### src/rtl/rename_pkg.sv
// rename_pkg: shared widths and the rename-to-issue packet
package rename_pkg;
    localparam int ARCH_REGS  = 32;
    localparam int PHYS_REGS  = 64;
    localparam int ARCH_W     = 5;
    localparam int PHYS_W     = 6;
    localparam int ROB_W      = 6;
    localparam int FREE_DEPTH = PHYS_REGS - ARCH_REGS;
    localparam int PTR_W      = $clog2(FREE_DEPTH);
    localparam int CNT_W      = $clog2(FREE_DEPTH + 1);

    typedef struct packed {
        logic [PHYS_W-1:0] rd;
        logic [PHYS_W-1:0] rs1;
        logic [PHYS_W-1:0] rs2;
        logic [2:0]        funct3;
        logic [6:0]        funct7;
        logic [6:0]        opcode;
        logic [31:0]       immediate;
        logic [ROB_W-1:0]  rob_index;
    } issue_pkt_t;
endpackage

### src/rtl/free_list.sv
// free_list: circular FIFO of free physical registers, preloaded with 32..63
module free_list
    import rename_pkg::*;
(
    input  logic              clk,
    input  logic              reset,
    input  logic              push,
    input  logic [PHYS_W-1:0] push_phys,
    input  logic              pop,
    output logic [PHYS_W-1:0] pop_phys,
    output logic [CNT_W-1:0]  count,
    output logic              empty
);
    logic [PHYS_W-1:0] slots [FREE_DEPTH];
    logic [PTR_W-1:0]  head, tail;
    logic              push_ok, pop_ok;

    // a push into a full list is dropped, so tail never overruns head
    assign push_ok  = push && count != CNT_W'(FREE_DEPTH);
    assign pop_ok   = pop && !empty;
    assign pop_phys = slots[head];
    assign empty    = count == '0;

    always_ff @(posedge clk) begin
        if (reset) begin
            head  <= '0;
            tail  <= '0;
            count <= CNT_W'(FREE_DEPTH);
            for (int i = 0; i < FREE_DEPTH; i++) slots[i] <= PHYS_W'(ARCH_REGS + i);
        end else begin
            if (push_ok) begin
                slots[tail] <= push_phys;
                tail        <= tail + 1'b1;
            end
            if (pop_ok) head <= head + 1'b1;
            count <= count + CNT_W'(push_ok) - CNT_W'(pop_ok);
        end
    end
endmodule

### src/rtl/rename_stage.sv
// rename_stage: RAT lookup, destination allocation and registered packet to the issue queue
module rename_stage
    import rename_pkg::*;
(
    input  logic              clk,
    input  logic              reset,
    input  logic              dec_valid,
    output logic              dec_ready,
    input  logic [ARCH_W-1:0] dec_rd,
    input  logic [ARCH_W-1:0] dec_rs1,
    input  logic [ARCH_W-1:0] dec_rs2,
    input  logic              dec_writes_rd,
    input  logic [2:0]        dec_funct3,
    input  logic [6:0]        dec_funct7,
    input  logic [6:0]        dec_opcode,
    input  logic [31:0]       dec_immediate,
    input  logic [ROB_W-1:0]  rob_tail_index,
    input  logic              rob_full,
    input  logic              issue_queue_full,
    input  logic              commit_free_enable,
    input  logic [PHYS_W-1:0] commit_free_phys,
    output logic              write_enable,
    output logic [PHYS_W-1:0] phys_rd,
    output logic [PHYS_W-1:0] phys_rs1,
    output logic [PHYS_W-1:0] phys_rs2,
    output logic [2:0]        funct3,
    output logic [6:0]        funct7,
    output logic [6:0]        opcode,
    output logic [31:0]       immediate,
    output logic [ROB_W-1:0]  ROB_entry_index,
    output logic [PHYS_W-1:0] old_phys_rd,
    output logic              free_list_empty
);
    logic [PHYS_W-1:0] rat [ARCH_REGS];
    logic [PHYS_W-1:0] alloc_phys;
    logic [CNT_W-1:0]  free_count;
    logic              accept, alloc;
    issue_pkt_t        pkt;

    free_list u_free_list (
        .clk      (clk),
        .reset    (reset),
        .push     (commit_free_enable && commit_free_phys != '0),
        .push_phys(commit_free_phys),
        .pop      (alloc),
        .pop_phys (alloc_phys),
        .count    (free_count),
        .empty    (free_list_empty)
    );

    assign dec_ready = !issue_queue_full && !rob_full && free_count != '0;
    assign accept    = dec_valid && dec_ready;
    assign alloc     = accept && dec_writes_rd && dec_rd != '0;

    // sources read the RAT before this cycle's rd update lands
    always_ff @(posedge clk) begin
        if (reset) begin
            write_enable <= 1'b0;
            pkt          <= '0;
            old_phys_rd  <= '0;
            for (int i = 0; i < ARCH_REGS; i++) rat[i] <= PHYS_W'(i);
        end else begin
            write_enable <= accept;
            if (accept) begin
                pkt.rd        <= alloc ? alloc_phys : '0;
                pkt.rs1       <= rat[dec_rs1];
                pkt.rs2       <= rat[dec_rs2];
                pkt.funct3    <= dec_funct3;
                pkt.funct7    <= dec_funct7;
                pkt.opcode    <= dec_opcode;
                pkt.immediate <= dec_immediate;
                pkt.rob_index <= rob_tail_index;
                old_phys_rd   <= alloc ? rat[dec_rd] : '0;
            end
            if (alloc) rat[dec_rd] <= alloc_phys;
        end
    end

    assign phys_rd         = pkt.rd;
    assign phys_rs1        = pkt.rs1;
    assign phys_rs2        = pkt.rs2;
    assign funct3          = pkt.funct3;
    assign funct7          = pkt.funct7;
    assign opcode          = pkt.opcode;
    assign immediate       = pkt.immediate;
    assign ROB_entry_index = pkt.rob_index;
endmodule

### config.mk
export PLATFORM = sky130hd
export DESIGN_NAME = rename_stage
export DESIGN_NICKNAME = d
export VERILOG_FILES = /design/src/rtl/rename_pkg.sv /design/src/rtl/free_list.sv /design/src/rtl/rename_stage.sv
export SDC_FILE = /design/constraint.sdc
export NUM_CORES = 1
export LEC_CHECK = 0
export ABC_AREA = 1
export BUFFER_PORTS_ARGS = -buffer_cell sky130_fd_sc_hd__buf_4
export CAP_MARGIN = 15
export CORE_AREA = 2 2 307 309
export CTS_BUF_LIST = sky130_fd_sc_hd__clkbuf_4 sky130_fd_sc_hd__clkbuf_8
export CTS_CLUSTER_DIAMETER = 120
export DETAILED_ROUTE_END_ITERATION = 8
export DIE_AREA = 0 0 309 311
export PLACE_DENSITY = 0.45
export SETUP_SLACK_MARGIN = 0.2
export SLEW_MARGIN = 20
export SYNTH_ARGS = -nofsm -noshare
export SYNTH_HDL_FRONTEND = slang
export SYNTH_HIERARCHICAL = 1
export SYNTH_SLANG_ARGS = --single-unit
### constraint.sdc
create_clock -name clk -period 3.1 [get_ports clk]
set_input_delay 0.155 -clock clk [delete_from_list [all_inputs] [get_ports clk]]
set_output_delay 0.155 -clock clk [all_outputs]
set_load 0.02 [all_outputs]
==> flow_summary.toml, run 1 <==
[outcome]
outcome = "complete, no violations"

[global_route]
use_met1_pct = 26.3
grt_max_degree = 97
first_global_vias = 22600
antenna_found_initial = 2
track_usage_pct = 19.9
grt.overflow.total = 0
use_met2_pct = 32.9
grtUsageMet3_pct = 3.07
busiest_layer = "met2"
grt_pass1_wl_mm = 144

[die]
coreArea_sq_um = 92800
die-area_sq_um = 96100
start_util_pct = 27.9
chipHeight_um = 311
fp-row-count = 112
io_pins = 165
fp.dieW_um = 309

[critical_path]
path_class = "input pin to flip-flop"
path_common_cell = "inv_1"
crit_buf_inv = 6
path_max_fanout = 5
max_stage_delay_ps = 540
crit_required_ps = 3760
crit_slowest_cell = "dlygate4sd3_1"
critical_path.top_delay_family = "compound AO/OA/AOI/OAI gates"
path_cells = "dlygate4sd3_1 -> buf_4 -> nor3_2 -> inv_1 -> o21ai_2 -> nor2_4 -> nand2_1 -> inv_1 -> ha_1 -> inv_1 -> ha_1 -> inv_1 -> fa_1 -> o31ai_1 -> o21ai_0 -> a21oi_1"
start_kind = "input pin"
arrival_ps = 3420
worst_setup_path_end_kind = "flip-flop"

[sta]
totalNegativeSetupSlack_ps = 0
tightest_slew_ps = 977
slew_headroom_pct = 34.8
finalSetupViolations = 0
timing.fmax_mhz = 362
maxSlewViolCount = 0
min_period_over_period_pct = 89.0
clock_skew_ps = 42.1
fin_crit_ps = 2760
rsz0062_at_grt = "no"
holdWs_ps = 138
fin_ws_ps = 340
final_hold_viol_count = 0

[min_path]
min_path_type = "input pin to flip-flop"

[pwr]
p_total_mw = 16.5
max-vdd-ir-drop_mv = 0.300
power_density_nw_per_um2 = 532
p_leak_nw = 13.0

[layout]
final_net_count = 3660
final_common_cell = "nand2_1"
fill_cells = 10000
drive_gt1_share_pct = 12.1
syn_to_final_growth_pct = 20.1
seq_area_sq_um = 13600
postLayoutCellArea_sq_um = 31000
most-common-layout-cells = "nand2_1 (1421), nand3_1 (484), edfxtp_1 (384)"
multi_input_area_sq_um = 10700

[synthesis]
avgSynthCellArea_sq_um = 7.66
ys_ff_latch = 485
ys_types = 39
synth-main-ff-cell = "edfxtp_1"
netlist_instances = 3371
netlist_area_sq_um = 25800
ys_warn_count = 6
synth-seq-area-share_pct = 52.5
yosysTopAreaCell = "edfxtp_1"
synth_edf_count = 384
async_flop_share_pct = 0
synth_top_area_share_pct = 44.6
synth_area_leaders = "edfxtp_1 (45%), nand2_1 (21%), nand3_1 (9.4%)"

[place]
io_buffers = 164
place_area_sq_um = 28500
hpwl_mm = 61.5
place_congestion = 0.880
place_ws_ps = 163

[cts]
clk_latency_ps = 740
numCtsBuffers = 88
cts.path.max_buffers = 3
cts_root_buf = "clkbuf_8"
cts_tree = "done"
path_clk_slew_ps = 60
htreeDepth = 3
clock-sinks = 485

[route]
wl_per_cell_um = 19.8
ant_nets = 0
drc = 0
dr.pass1.iters = 6
via_per_inst = 4.74
drtIter0Drc = 1852
wl_mm = 96.6
vias = 23200

[run]
max_cap_viol_count = 0
## registers in the layout, indices dropped and copies added, names as in the netlist, named ones only
name	count
u_free_list/slots	192
funct3	3
old_phys_rd	6
u_free_list/head	5
rat	192
phys_rs1	6
write_enable	1
u_free_list/tail	5
funct7	7
ROB_entry_index	6
phys_rd	6
opcode	7
immediate	32
phys_rs2	6
u_free_list/count	6
## worst register-to-register path: stages (launching register included)
cell	delay [ps]
dfxtp_1	410
nor2_1	80
nand3_1	80
nand2_1	50
inv_1	80
nand2_2	90
nor2_4	120
buf_4	150
nand2_1	110
buf_4	230
nor2_4	380
nand2_1	240
nand2_1	290
## area by class of cell
| type | count | share of cell area, % |
|---|---|---|
| tap | 1254 | 5.06 |
| multi-input combinational | 2480 | 34.3 |
| timing repair buffer | 307 | 8.87 |
| inverter | 200 | 2.43 |
| antenna | 3 | 0.0242 |
| sequential | 485 | 43.7 |
| clock buffer | 121 | 4.78 |
| clock inverter | 37 | 0.795 |
## cells by family after synthesis
| family | Yosys count | synth area share [%] |
|---|---|---|
| compound gates | 145 | 3.11 |
| flops | 485 | 52.5 |
| other cells | 1 | 0.0145 |
| buf+inv | 411 | 6.41 |
| simple gates | 2312 | 37.2 |
| fa+ha+maj | 15 | 0.755 |
| xor+xnor | 2 | 0.0678 |
## cells in the mapped netlist, types with 4 or more instances
| library cell | instances |
|---|---|
| o22a_1 | 12 |
| nor2_1 | 337 |
| dfxtp_1 | 101 |
| nand2_4 | 5 |
| nand4_1 | 4 |
| nor2_2 | 21 |
| nor3_2 | 6 |
| o22ai_1 | 6 |
| nand3_1 | 484 |
| nand3_2 | 7 |
| inv_1 | 185 |
| o21ai_0 | 35 |
| edfxtp_1 | 384 |
| buf_1 | 25 |
| buf_4 | 9 |
| ha_1 | 14 |
| nor3_1 | 10 |
| nand2_1 | 1421 |
| buf_2 | 49 |
| inv_2 | 10 |
| clkbuf_1 | 126 |
| nor2_4 | 9 |
| o21bai_1 | 6 |
| clkinv_1 | 4 |
| a21oi_1 | 83 |
## stage by stage
stage,util (%),std cells
global placement,30.7,4648
CTS,33.4,4884
floorplan,-,3376
finish,33.4,4887
detailed placement,30.7,4648
global route,33.4,4887
## per-layer routing
metal / vias up / routed length, um
met5: - / 0
met4: 0 / 3070
met3: 180 / 5320
met2: 711 / 46000
met1: 11000 / 42200
li1: 11300 / -
## final timing paths
kind	from	endpoint	slack, ps	cells past startpoint
max	dec_rd[4]	u_free_list/count[4]	340	16
min	commit_free_enable	u_free_list/tail[3]	140	5
max reg2reg	u_free_list/count[1]	rat[10][4]	460	12
min reg2reg	immediate[22]	immediate[22]	460	2
## repair_timing
action	in CTS	in global routing
hold endpoints to repair	150	0
hold buffers	78	0
setup buffers	0	0
endpoints found under the setup margin	24	0
gates resized for setup	1	0
## power by group
part	leakage, nW	switching [mW]	internal [mW]
clock network	0.920	2.91	3.22
registers	4.10	0.145	7.23
logic	7.97	2.09	0.897
total	13.0	5.15	11.3
No activity file was read; power rests on OpenSTA's default activity.
==> run 2: changes to the inputs <==
Settings changed: ABC_AREA 1 to not set, CORE_AREA 2 2 307 309 to 2 2 303 305, DIE_AREA 0 0 309 311 to 0 0 305 307.
==> flow_summary.toml, run 2 <==
[outcome]
outcome = "complete, no violations"

[critical_path]
r2r-end = "rat[30][2]"
crit_required_ps = 3520
ff2ff_path_depth = 8
start_kind = "flip-flop"
r2r_setup_slack_ps = 310
path_class = "flip-flop to flip-flop"
path_max_fanout = 20
arrival_ps = 3210
worst_setup_path_end_kind = "flip-flop"

[cts]
clock-sinks = 485
clk_latency_ps = 710
cts_setup_buffers = 0
numCtsBuffers = 90
cts_tree = "done"
cts.path.max_buffers = 3
path_clk_slew_ps = 70
htreeDepth = 3
cts_root_buf = "clkbuf_8"

[min_path]
min_path_type = "input pin to flip-flop"
worstHoldStart = "dec_writes_rd"
min_path_cells = 4
hold_path_end = "rat[26][3]"

[sta]
totalNegativeSetupSlack_ps = 0
fin_ws_ps = 312
holdWs_ps = 105
clock_skew_ps = 56.2
finalSetupViolations = 0
fin_crit_ps = 2790
tightest_slew_ps = 1000
timing.fmax_mhz = 359
maxSlewViolCount = 0
rsz0062_at_grt = "no"
final_hold_viol_count = 0
slew_headroom_pct = 33.0
min_period_over_period_pct = 89.9

[global_route]
grt_pass1_wl_mm = 130
first_global_vias = 19300
antenna_found_initial = 2
grt_max_degree = 148
grt.overflow.total = 0
track_usage_pct = 18.6

[die]
fp.dieW_um = 305
chipHeight_um = 307
start_util_pct = 27.7
coreArea_sq_um = 90700
die-area_sq_um = 93600
fp-row-count = 111
io_pins = 165

[synthesis]
avgSynthCellArea_sq_um = 11.6
netlist_area_sq_um = 25100
async_flop_share_pct = 0
synth_edf_count = 384
ys_warn_count = 6
yosysTopAreaCell = "edfxtp_1"
synth-main-ff-cell = "edfxtp_1"
synth_area_leaders = "edfxtp_1 (46%), mux2i_1 (9.6%), dfxtp_1 (8.1%)"
synth.most_common_cell = "edfxtp_1"
synth_common_cells = "edfxtp_1 (384), mux2i_1 (240), nand2_1 (230)"
netlist_instances = 2157
ys_ff_latch = 485
ys_types = 62
synth_top_area_share_pct = 46.0
synth-seq-area-share_pct = 54.0

[place]
place_congestion = 0.895
place_ws_ps = 112
placed_cells = 3420
hpwl_mm = 59.7
io_buffers = 164

[route]
wl_mm = 88.6
drtIter0Drc = 1627
ant_nets = 0
drc = 0
dr.pass1.iters = 5
wl_per_cell_um = 24.3
vias = 18800
via_per_inst = 5.16

[layout]
fin_util_pct = 33.6
reg_top3 = "rat: 192 flops, u_free_list/slots: 192 flops, immediate: 32 flops"
multi_input_area_sq_um = 10700
final_cells = 3648
drive_gt1_share_pct = 22.7
seq_area_sq_um = 13600
final_net_count = 2483
fill_cells = 9051
most-common-layout-cells = "edfxtp_1 (384), buf_4 (244), mux2i_1 (240)"
syn_to_final_growth_pct = 21.4
final_common_cell = "edfxtp_1"

[run]
max_cap_viol_count = 0

[pwr]
p_leak_nw = 10.5
power_density_nw_per_um2 = 538
max-vdd-ir-drop_mv = 0.272
-- run 2: cell types whose count changed in the layout (fill, tap and decap cells not counted), sizes merged, moves of 140 or more --
cell	before	now
or3	0	140
nor2	369	144
inv	201	19
nand3	491	40
and2	0	145
nand2	1428	230
mux2i	0	240
-- run 2: area by class of cell --
class | count | area share, %
diodes | 8 | 0.0657
clock buffers | 129 | 5.15
clock inverters | 32 | 0.887
inverters | 14 | 0.173
multi-input cells | 1472 | 35.2
flip-flops and latches | 485 | 44.5
well taps | 1186 | 4.87
repair buffers | 322 | 9.11
-- run 2: where the power goes --
part | internal, mW | leakage (nW) | switching, mW
clock network | 3.53 | 0.980 | 2.88
registers | 7.23 | 4.10 | 0.166
logic | 0.983 | 5.41 | 1.60
total | 11.7 | 10.5 | 4.65
-- run 2: critical path: stages, from the launching register on --
cell	delay, ps
dfxtp_4	380
buf_12	160
mux4_1	580
a22o_1	280
a221oi_1	260
nand3_1	170
buf_12	190
nor2_2	360
nand2_1	90
-- run 2: worst max path at each step --
stage / cells after the start / slack (ps) / to / start
2_1_floorplan: 16 / 210 / u_free_list/count[4] / dec_rd[4]
3_3_place_gp: 15 / 60 / u_free_list/count[4] / dec_rd[4]
3_5_place_dp: 15 / 110 / u_free_list/count[4] / dec_rd[4]
4_1_cts: 9 / 210 / rat[19][1] / flip-flop
5_1_grt: 10 / 210 / rat[18][4] / flip-flop
6_report: 8 / 310 / rat[30][2] / flip-flop
-- run 2: logic make-up (layout without fill, tap and decap cells) --
kind of cell | after synthesis | after routing | share of synthesized area, %
other | 1 | 14 | 0.0149
xor gates and xnor gates | 9 | 9 | 0.314
DFF | 485 | 485 | 54.0
AOI/OAI and AO/OA | 301 | 301 | 7.89
buffers and inverters | 205 | 497 | 3.58
adders and majority gates | 15 | 15 | 0.778
and+or+nand+nor | 829 | 829 | 17.2
muxes | 312 | 312 | 16.2
-- run 2: layer usage --
layer | vias up | track usage (%) | share of wire (%)
met2 | 681 | 31.0 | 48
met3 | 194 | 2.87 | 5.6
met5 | - | 0 | 0
met4 | 0 | 9.38 | 4.5
li1 | 8454 | - | -
met1 | 9510 | 23.4 | 42
-- run 2: timing repair --
action,4_1_cts,5_1_grt
gates cloned,0,1
hold buffers,58,0
endpoints found under the hold margin,58,0
pin swaps,0,1
resized for setup,2,14
setup endpoints to repair,8,77
-- run 2: stage by stage --
| step | cell area [sq um] | total power [mW] |
|---|---|---|
| 2_1_floorplan | 25100 | 8.88 |
| 3_3_place_gp | 27900 | 9.97 |
| 3_5_place_dp | 27900 | 10.0 |
| 4_1_cts | 30400 | 16.6 |
| 5_1_grt | 30500 | 17.1 |
| 6_report | 30500 | 16.4 |
==> run 3: changes to the inputs <==
Settings changed: CORE_AREA 2 2 303 305 to 2 2 227 229, DIE_AREA 0 0 305 307 to 0 0 229 231, GPL_TIMING_DRIVEN set to 0, PLACE_DENSITY 0.45 to 0.7.
==> flow_summary.toml, run 3 (synthesis gave the netlist of run 2 again) <==
[outcome]
outcome = "complete, no violations"

[critical_path]
crit_required_ps = 3450
critical_path.top_delay_family = "buffers and inverters"
worst_setup_path_end_kind = "flip-flop"
arrival_ps = 3220
start_kind = "input pin"
crit_buf_inv = 5
path_class = "input pin to flip-flop"
crit_slowest_cell = "dlygate4sd3_1"
max_stage_delay_ps = 580
path_max_fanout = 10
path_cells = "dlygate4sd3_1 -> buf_4 -> or4b_4 -> dlygate4sd3_1 -> buf_6 -> nor2_1 -> and4_1 -> buf_4 -> a21o_2"

[sta]
slew_headroom_pct = 17.6
clock_skew_ps = 46.7
totalNegativeSetupSlack_ps = 0
maxSlewViolCount = 0
final_hold_viol_count = 0
timing.fmax_mhz = 349
tightest_slew_ps = 1240
min_period_over_period_pct = 92.5
fin_crit_ps = 2870
fin_ws_ps = 233
finalSetupViolations = 0
rsz0062_at_grt = "yes"

[global_route]
track_usage_pct = 33.8
antenna_found_initial = 4
grt.overflow.total = 0
grt_pass1_wl_mm = 129
first_global_vias = 19900
grt_max_degree = 14

[pwr]
p_leak_nw = 10.4
power_frac_clock_pct = 37.1
p_sw_mw = 4.66
max-vdd-ir-drop_mv = 0.382
combPwrFrac_pct = 16.6
switching_share_pct = 29.2
power_density_nw_per_um2 = 534
p_int_mw = 11.3
p_seq_share_pct = 46.3

[layout]
drive_gt1_share_pct = 21.2
final_cells = 3238
syn_to_final_growth_pct = 19.3
most-common-layout-cells = "edfxtp_1 (384), mux2i_1 (240), nand2_1 (220)"
final_common_cell = "edfxtp_1"
final_net_count = 2584
reg_top3 = "rat: 192 flops, u_free_list/slots: 192 flops, immediate: 32 flops"

[place]
place_ws_ps = -862
io_buffers = 160
hpwl_mm = 64.3
place_congestion = 1.06
placed_cells = 3002

[die]
coreArea_sq_um = 50700
chipHeight_um = 231
io_pins = 165
fp.dieW_um = 229
fp-row-count = 83
die-area_sq_um = 52900
start_util_pct = 49.5

[route]
wl_per_cell_um = 27.9
via_per_inst = 6.28
wl_mm = 90.4
ant_nets = 0
dr.pass1.iters = 6
drtIter0Drc = 2411
vias = 20300
drc = 0

[run]
max_cap_viol_count = 0

[cts]
numCtsBuffers = 83
cts_root_buf = "clkbuf_8"
clk_latency_ps = 710
cts_tree = "done"
clock-sinks = 485
path_clk_slew_ps = 60
htreeDepth = 3
cts.path.max_buffers = 3

[min_path]
min_path_type = "input pin to flip-flop"
==> run 3: changes by cell type in the layout (fill, tap and decap cells not counted), sizes merged <==
| cell | before | now |
|---|---|---|
| buf | 263 | 240 |
| clkinvlp | 0 | 1 |
| clkinv | 24 | 31 |
| dlygate4sd3 | 58 | 64 |
| bufinv | 3 | 2 |
| diode | 8 | 4 |
| inv | 19 | 20 |
| clkbuf | 130 | 239 |
==> run 3: final timing paths <==
| check | end | slack (ps) | depth (start not counted) | from |
|---|---|---|---|---|
| setup reg to reg | rat[27][0] | 240 | 8 | flip-flop |
| setup / recovery | rat[26][4] | 230 | 9 | issue_queue_full |
| hold reg to reg | ROB_entry_index[2] | 460 | 2 | ROB_entry_index[2] |
| hold / removal | rat[26][3] | 50 | 4 | dec_rd[3] |
==> run 3: routing by layer <==
metal | vias to the layer above | wire [um] | global-route usage (%)
li1 | 8678 | - | -
met1 | 9873 | 31800 | 40.4
met2 | 1393 | 42200 | 54.6
met3 | 377 | 9820 | 8.84
met4 | 2 | 6500 | 21.1
met5 | - | 13 | 0
==> run 3: final cells by class <==
cell class,count,area (sq um)
diodes,4,10.0
plain buffers,191,897
clock buffers,113,1400
clock inverters,40,283
fillers,4196,20700
inverters,14,52.6
multi-input cells,1472,10900
flip-flops and latches,485,13600
well taps,680,851
repair buffers,239,1980
==> run 3: metrics by stage <==
| stage | hold WS (ps) | util [%] | power (mW) | area, sq um |
|---|---|---|---|---|
| after floorplan | 291 | - | 8.88 | 25100 |
| after global placement | 403 | 53.6 | 9.81 | 27200 |
| after detailed placement | 412 | 53.6 | 9.87 | 27200 |
| after CTS | 21.8 | 58.9 | 15.9 | 29900 |
| after global routing | 78.6 | 59.1 | 16.4 | 29900 |
| final | 53.8 | 59.1 | 16.0 | 29900 |
==> run 3: power groups by stage <==
stage | registers [mW] | clock network (mW) | logic [mW]
2_1_floorplan | 7.53 | 0 | 1.35
3_3_place_gp | 7.50 | 0 | 2.31
3_5_place_dp | 7.51 | 0 | 2.36
4_1_cts | 7.39 | 5.97 | 2.56
5_1_grt | 7.41 | 6.26 | 2.76
6_report | 7.40 | 5.94 | 2.65
==> run 3: what timing repair did <==
action | CTS | global route
gates resized for setup | 60 | 19
hold buffers | 64 | 0
hold endpoints to repair | 73 | 0
pin swaps | 7 | 2
buffers inserted | 14 | 1
setup endpoints to repair | 193 | 107
==> run 3: worst register-to-register path: stages, from the launching register on <==
cell      delay [ps]
dfxtp_1          330
buf_6            180
buf_12           170
mux4_1           680
a221oi_4         430
nand3_4          310
nor2_4           220
buf_12           160
nand2_1           80
